[src/rtl/fetch_pkg.sv]
// Shared types and constants for the instruction-fetch stage.
package fetch_pkg;

    localparam int unsigned INST_W = 32;
    localparam int unsigned PC_W   = 32;

    // Reset PC and bubble encoding (addi x0,x0,0)
    localparam logic [PC_W-1:0]   RESET_PC = 32'h0000_0000;
    localparam logic [INST_W-1:0] NOP_INST = 32'h0000_0013;

    typedef enum logic [1:0] {
        StFetch,
        StWait,
        StHold,
        StDrain
    } fetch_state_e;

endpackage

[src/rtl/fetch_if.sv]
// Fetch-stage bundle: hazard controls, instruction-memory handshake and IF/ID outputs.
interface fetch_if;
    import fetch_pkg::*;

    logic              stall;
    logic              redirect;
    logic [PC_W-1:0]   redirect_pc;
    logic              imem_req;
    logic [PC_W-1:0]   imem_addr;
    logic              imem_ready;
    logic              imem_rvalid;
    logic [INST_W-1:0] imem_rdata;
    logic [PC_W-1:0]   if_id_pc;
    logic [INST_W-1:0] if_id_inst;
    logic              if_id_valid;

    // Fetch stage side
    modport master (
        input  stall, redirect, redirect_pc, imem_ready, imem_rvalid, imem_rdata,
        output imem_req, imem_addr, if_id_pc, if_id_inst, if_id_valid
    );

    // Pipeline / memory environment side
    modport slave (
        output stall, redirect, redirect_pc, imem_ready, imem_rvalid, imem_rdata,
        input  imem_req, imem_addr, if_id_pc, if_id_inst, if_id_valid
    );

endinterface

[src/rtl/fetch_perf_ctr.sv]
// Three saturating 32-bit event counters for the fetch stage.
module fetch_perf_ctr (
    input  logic        clk,
    input  logic        rst,
    input  logic        inc_stall,
    input  logic        inc_flush,
    input  logic        inc_wait,
    output logic [31:0] stall_cycles,
    output logic [31:0] flushes,
    output logic [31:0] imem_wait
);

    // Count each event, holding at all-ones instead of wrapping
    always_ff @(posedge clk) begin
        if (rst) begin
            stall_cycles <= '0;
            flushes      <= '0;
            imem_wait    <= '0;
        end else begin
            if (inc_stall && (stall_cycles != '1)) stall_cycles <= stall_cycles + 32'd1;
            if (inc_flush && (flushes != '1))      flushes      <= flushes + 32'd1;
            if (inc_wait && (imem_wait != '1))     imem_wait    <= imem_wait + 32'd1;
        end
    end

endmodule

[src/rtl/fetch_stage.sv]
// Instruction-fetch stage: PC ownership, single-outstanding imem requests, skid
// buffer for responses arriving under stall, and the IF/ID pipeline register.
// Optional performance counters are built when FETCH_PERF_EN is defined.
module fetch_stage #(
    parameter logic [fetch_pkg::PC_W-1:0]   RESET_PC = fetch_pkg::RESET_PC,
    parameter logic [fetch_pkg::INST_W-1:0] NOP_INST = fetch_pkg::NOP_INST
) (
    input  logic        clk,
    input  logic        rst,
    fetch_if.master     bus
`ifdef FETCH_PERF_EN
    ,
    output logic [31:0] perf_stall_cycles,
    output logic [31:0] perf_flushes,
    output logic [31:0] perf_imem_wait
`endif
);
    import fetch_pkg::*;

    fetch_state_e      state;
    logic [PC_W-1:0]   pc;
    logic [PC_W-1:0]   req_pc;
    logic [PC_W-1:0]   skid_pc;
    logic [INST_W-1:0] skid_inst;
    logic [PC_W-1:0]   if_id_pc;
    logic [INST_W-1:0] if_id_inst;
    logic              if_id_valid;

    // Request outputs decode registered state only; reset masks a stale request
    always_comb begin
        bus.imem_req    = (state == StFetch) && !rst;
        bus.imem_addr   = pc;
        bus.if_id_pc    = if_id_pc;
        bus.if_id_inst  = if_id_inst;
        bus.if_id_valid = if_id_valid;
    end

    // Fetch FSM, PC, skid buffer and IF/ID register
    always_ff @(posedge clk) begin
        if (rst) begin
            state       <= StFetch;
            pc          <= RESET_PC;
            req_pc      <= '0;
            skid_pc     <= '0;
            skid_inst   <= NOP_INST;
            if_id_pc    <= '0;
            if_id_inst  <= NOP_INST;
            if_id_valid <= 1'b0;
        end else if (bus.redirect) begin
            pc          <= bus.redirect_pc & ~32'd3;
            if_id_inst  <= NOP_INST;
            if_id_valid <= 1'b0;
            skid_inst   <= NOP_INST;
            // A response is still owed if a request remains in flight after this edge
            unique case (state)
                StFetch: state <= bus.imem_ready ? StDrain : StFetch;
                StWait:  state <= bus.imem_rvalid ? StFetch : StDrain;
                StHold:  state <= StFetch;
                StDrain: state <= bus.imem_rvalid ? StFetch : StDrain;
                default: state <= StFetch;
            endcase
        end else begin
            // Default IF/ID behaviour: hold under stall, otherwise insert a bubble
            if (!bus.stall) begin
                if_id_inst  <= NOP_INST;
                if_id_valid <= 1'b0;
            end
            unique case (state)
                StFetch: begin
                    if (bus.imem_ready) begin
                        req_pc <= pc;
                        state  <= StWait;
                    end
                end
                StWait: begin
                    if (bus.imem_rvalid) begin
                        pc <= req_pc + 32'd4;
                        if (bus.stall) begin
                            skid_pc   <= req_pc;
                            skid_inst <= bus.imem_rdata;
                            state     <= StHold;
                        end else begin
                            if_id_pc    <= req_pc;
                            if_id_inst  <= bus.imem_rdata;
                            if_id_valid <= 1'b1;
                            state       <= StFetch;
                        end
                    end
                end
                StHold: begin
                    if (!bus.stall) begin
                        if_id_pc    <= skid_pc;
                        if_id_inst  <= skid_inst;
                        if_id_valid <= 1'b1;
                        state       <= StFetch;
                    end
                end
                StDrain: begin
                    if (bus.imem_rvalid) state <= StFetch;
                end
                default: state <= StFetch;
            endcase
        end
    end

`ifdef FETCH_PERF_EN
    fetch_perf_ctr u_perf (
        .clk          (clk),
        .rst          (rst),
        .inc_stall    (bus.stall && if_id_valid),
        .inc_flush    (bus.redirect),
        .inc_wait     ((state == StWait) && !bus.imem_rvalid),
        .stall_cycles (perf_stall_cycles),
        .flushes      (perf_flushes),
        .imem_wait    (perf_imem_wait)
    );
`endif

endmodule

[src/flat_wrapper.sv]
// flat-port wrapper written by rule: the top's interface ports become plain ports
module fetch_stage_flat import fetch_pkg::*;
#(
    parameter logic [fetch_pkg::PC_W-1:0]   RESET_PC = fetch_pkg::RESET_PC,
    parameter logic [fetch_pkg::INST_W-1:0] NOP_INST = fetch_pkg::NOP_INST
)
  (clk, rst, bus_stall, bus_redirect, bus_redirect_pc, bus_imem_ready, bus_imem_rvalid, bus_imem_rdata, bus_imem_req, bus_imem_addr, bus_if_id_pc, bus_if_id_inst, bus_if_id_valid);
  fetch_if bus_i ();
  input  logic clk;
  input  logic rst;
  input wire logic [$bits(bus_i.stall)-1:0] bus_stall;
  input wire logic [$bits(bus_i.redirect)-1:0] bus_redirect;
  input wire logic [$bits(bus_i.redirect_pc)-1:0] bus_redirect_pc;
  input wire logic [$bits(bus_i.imem_ready)-1:0] bus_imem_ready;
  input wire logic [$bits(bus_i.imem_rvalid)-1:0] bus_imem_rvalid;
  input wire logic [$bits(bus_i.imem_rdata)-1:0] bus_imem_rdata;
  output wire logic [$bits(bus_i.imem_req)-1:0] bus_imem_req;
  output wire logic [$bits(bus_i.imem_addr)-1:0] bus_imem_addr;
  output wire logic [$bits(bus_i.if_id_pc)-1:0] bus_if_id_pc;
  output wire logic [$bits(bus_i.if_id_inst)-1:0] bus_if_id_inst;
  output wire logic [$bits(bus_i.if_id_valid)-1:0] bus_if_id_valid;
  assign bus_i.stall = bus_stall;
  assign bus_i.redirect = bus_redirect;
  assign bus_i.redirect_pc = bus_redirect_pc;
  assign bus_i.imem_ready = bus_imem_ready;
  assign bus_i.imem_rvalid = bus_imem_rvalid;
  assign bus_i.imem_rdata = bus_imem_rdata;
  assign bus_imem_req = bus_i.imem_req;
  assign bus_imem_addr = bus_i.imem_addr;
  assign bus_if_id_pc = bus_i.if_id_pc;
  assign bus_if_id_inst = bus_i.if_id_inst;
  assign bus_if_id_valid = bus_i.if_id_valid;
  fetch_stage #(.RESET_PC(RESET_PC), .NOP_INST(NOP_INST)) u_core (.clk(clk), .rst(rst), .bus(bus_i));
endmodule
[config.mk]
export PLATFORM = sky130hd
export DESIGN_NAME = fetch_stage_flat
export DESIGN_NICKNAME = d
export VERILOG_FILES = /design/src/rtl/fetch_pkg.sv /design/src/rtl/fetch_if.sv /design/src/rtl/fetch_perf_ctr.sv /design/src/rtl/fetch_stage.sv /design/src/flat_wrapper.sv
export SDC_FILE = /design/constraint.sdc
export NUM_CORES = 1
export LEC_CHECK = 0
export BUFFER_PORTS_ARGS = -buffer_cell sky130_fd_sc_hd__buf_2
export CAP_MARGIN = 0
export CORE_UTILIZATION = 50
export DETAILED_ROUTE_END_ITERATION = 10
export MAX_ROUTING_LAYER = met4
export PLACE_DENSITY = 0.73
export SETUP_SLACK_MARGIN = 0.1
export SYNTH_ARGS = -nofsm -noshare
export SYNTH_HDL_FRONTEND = slang
export SYNTH_HIERARCHICAL = 1
export SYNTH_SLANG_ARGS = --single-unit
[constraint.sdc]
create_clock -name clk -period 5.5 [get_ports clk]
set_input_delay 1.65 -clock clk [delete_from_list [all_inputs] [get_ports clk]]
set_output_delay 1.65 -clock clk [all_outputs]
set_load 0.01 [all_outputs]
==> results.ini <==
[outcome]
status=completed

[drt]
drt-initial-drc-count=589
routed_wl_um=23700
drc=0
vias=8507
dr.pass1.iters=5
wl_per_cell_um=15.8
ant_nets=0
avgViaCountPerCell=5.68

[layout]
stdcell_area_mm2=0.0105
area_delta_synth_final_pct=16.8
antenna-diode-count=0
seq_area_mm2=0.00390
multi_input_area_mm2=0.00467
fillers=1614
nets=1335
drive_gt1_share_pct=17.8

[run]
max_cap_violations=0

[floorplanning]
fp.dieArea_mm2=0.0185
start_util_pct=51.6
num_io_pins=168
core_mm2=0.0174
rows=48
dieWidth_um=136
die_h_um=136

[setup_path]
cp-end-kind=output port
worstPathMaxFanout=31
cp_data_required_time_ns=3.85
cp-start-kind=input port
crit_start=rst
regToRegSetupSlack_ns=2.30
crit_type=in2out
arrival_ns=2.18
r2r_start=u_core/state[1]$_SDFFE_PP0P_

[clock_tree]
cts_tree=done
clk_path_buf_depth=2
cts_max_level=4
hold_buffers=0
post_cts_buffers=0
root_buffer=clkbuf_16
clkSlewWorstSetupHoldPaths_ns=0.07
clk_latency_ns=0.44
ctsResizeCount=0
cts_made_buffers=17
clock-sinks=195

[hold_path]
holdCritStartpoint=u_core/skid_inst[17]$_SDFFE_PP0P_
hold_path_class=reg2reg

[global_route]
grt-ovfl-total=0
antenna_found_initial=0
grt_max_degree=69
grt_pass1_wl_um=38100
track_usage_pct=26.8
grt_pass1_vias=7642

[timing]
fin_crit_sh_pct=69.5
post-route-min-period_ns=3.83
maxSlewHeadroom_pct=27.3
tns_ns=0
setup-violations-final=0
finClkSkew_ns=0.00612
max_freq_ghz=0.261
tightest_slew_ns=1.09
finalHoldViolCount=0
drv_slew=0
rsz0062_at_grt=false

[logic_synthesis]
postSynthAreaPerCell_um2=7.76
synth-seq-area-share_pct=43.5
syn_nets=1232
synth_ff_type=dfxtp_1
yosysUniqueCellTypes=47
synth-seq-cells=195
syn-cell-area_mm2=0.00898
syn_inst=1157
ys_warn_count=6
synth-edff-count=0
ys_async_sr_fraction_pct=0

[pwr]
p_leak_nw=3.76
power_density_mw_per_mm2=298
ir_worst_vdd_mv=0.249

[placed_design]
placed_area_mm2=0.00989
portBuffers=165
hpwl_um=14900
globalplace.congestion=0.822

-- final timing paths --
path / to / cells after the start
setup / recovery: bus_imem_req / 3
hold / removal: u_core/skid_inst[17]$_SDFFE_PP0P_ / 2
setup reg to reg: u_core/bus.if_id_pc[12]$_SDFFE_PP0P_ / 9
hold reg to reg: u_core/skid_inst[17]$_SDFFE_PP0P_ / 2
-- synthesized netlist by cell type, types with 2 or more instances --
cell type  count  area [um^2]
and4_1         2         17.5
nor2_1        64          240
ha_1           5         62.6
mux2i_1       34          340
buf_2          4         20.0
nor4_1         2         12.5
xnor2_1        7         61.3
a32o_1         3         30.0
nor3_1        10         50.1
nand3_1       19         95.1
or3_1          2         12.5
or2_2          2         12.5
a211oi_1      33          248
inv_1         12         45.0
clkbuf_1      92          345
dfxtp_1      195         3900
nand4_1        9         56.3
nand3b_1      29          218
buf_1          4         15.0
a21oi_1      130          651
a31oi_1       22          138
and3_1        10         62.6
a21boi_0      30          225
a311oi_1       2         17.5
o21ai_0       39          195
and2_1        50          313
o22ai_1        5         31.3
o211ai_1      17          128
o221ai_1       7         61.3
o311ai_1       2         17.5
nand2b_1       3         18.8
a311o_1        3         30.0
o32ai_1        3         26.3
or4_1          8         60.1
nand2_1      286         1070
-- cell usage in the layout (no fill, tap or decap), types with 12 or more instances in the layout --
cell type and count:
mux2i_1 34, o211ai_1 17, a31oi_1 22, a21oi_1 130
nand3_1 19, clkbuf_16 17, inv_1 12, dfxtp_1 195
nor2_1 62, o21ai_0 39, buf_2 164, and2_1 50
a211oi_1 33, nand3b_1 29, a21boi_0 29, buf_4 19
nand2_1 286
-- registers in the layout (all words and copies together) (netlist names) --
| name | cells |
|---|---|
| u_core/bus.if_id_inst | 32 |
| u_core/bus.if_id_pc | 32 |
| u_core/bus.if_id_valid | 1 |
| u_core/bus.imem_addr | 32 |
| u_core/req_pc | 32 |
| u_core/skid_inst | 32 |
| u_core/skid_pc | 32 |
| u_core/state | 2 |
-- worst max-delay path, cell delays in order --
cell and delay (ns):
buf_4 0.29, nor2_1 0.06, buf_2 0.15
-- metal layers --
metal | global-route usage [%] | part of all wire, % | vias up
met1 | 33.5 | 45 | 3999
met4 | 9.14 | 1.8 | 0
met5 | - | 0 | -
met2 | 42.4 | 47 | 269
li1 | - | - | 4202
met3 | 6.23 | 6.5 | 37
-- power breakdown --
| part | total, mW | switching [mW] | internal [mW] | leakage (nW) |
|---|---|---|---|---|
| clock | 1.29 | 0.568 | 0.724 | 0.285 |
| combinational | 0.347 | 0.221 | 0.126 | 1.90 |
| sequential | 1.48 | 0.0331 | 1.45 | 1.58 |
-- through the flow --
stage | hold WS (ns) | utilization [%] | cells | worst slack, ns | power [mW]
global route | 0.467 | 60.2 | 1497 | 1.62 | 3.24
finish | 0.451 | 60.2 | 1497 | 1.67 | 3.12
CTS | 0.451 | 60.2 | 1497 | 1.66 | 3.14
floorplan | 0.432 | - | 1157 | 1.57 | 1.73
detailed placement | 0.442 | 56.8 | 1466 | 1.67 | 1.86
global placement | 0.438 | 56.8 | 1466 | 1.65 | 1.86
-- cell type report --
type	count	share of cell area [%]
timing repair buffer	184	9.37
clock buffer	18	4.09
multi-input combinational	850	44.5
tap	225	2.68
inverter	12	0.429
clock inverter	13	1.68
sequential	195	37.2
-- cell families (layout without fill, tap and decap cells) --
| family | count (synthesis) | after routing | share of synthesized area (%) |
|---|---|---|---|
| AND/OR/NAND/NOR | 503 | 503 | 26.1 |
| AO/OA/AOI/OAI | 301 | 301 | 20.5 |
| flip-flops | 195 | 195 | 43.5 |
| buffers and inverters | 112 | 227 | 4.74 |
| multiplexers | 34 | 34 | 3.79 |
| XOR/XNOR | 7 | 7 | 0.683 |
| adder cells (fa/ha/maj) | 5 | 5 | 0.696 |
(Power assumes the default switching activity.)
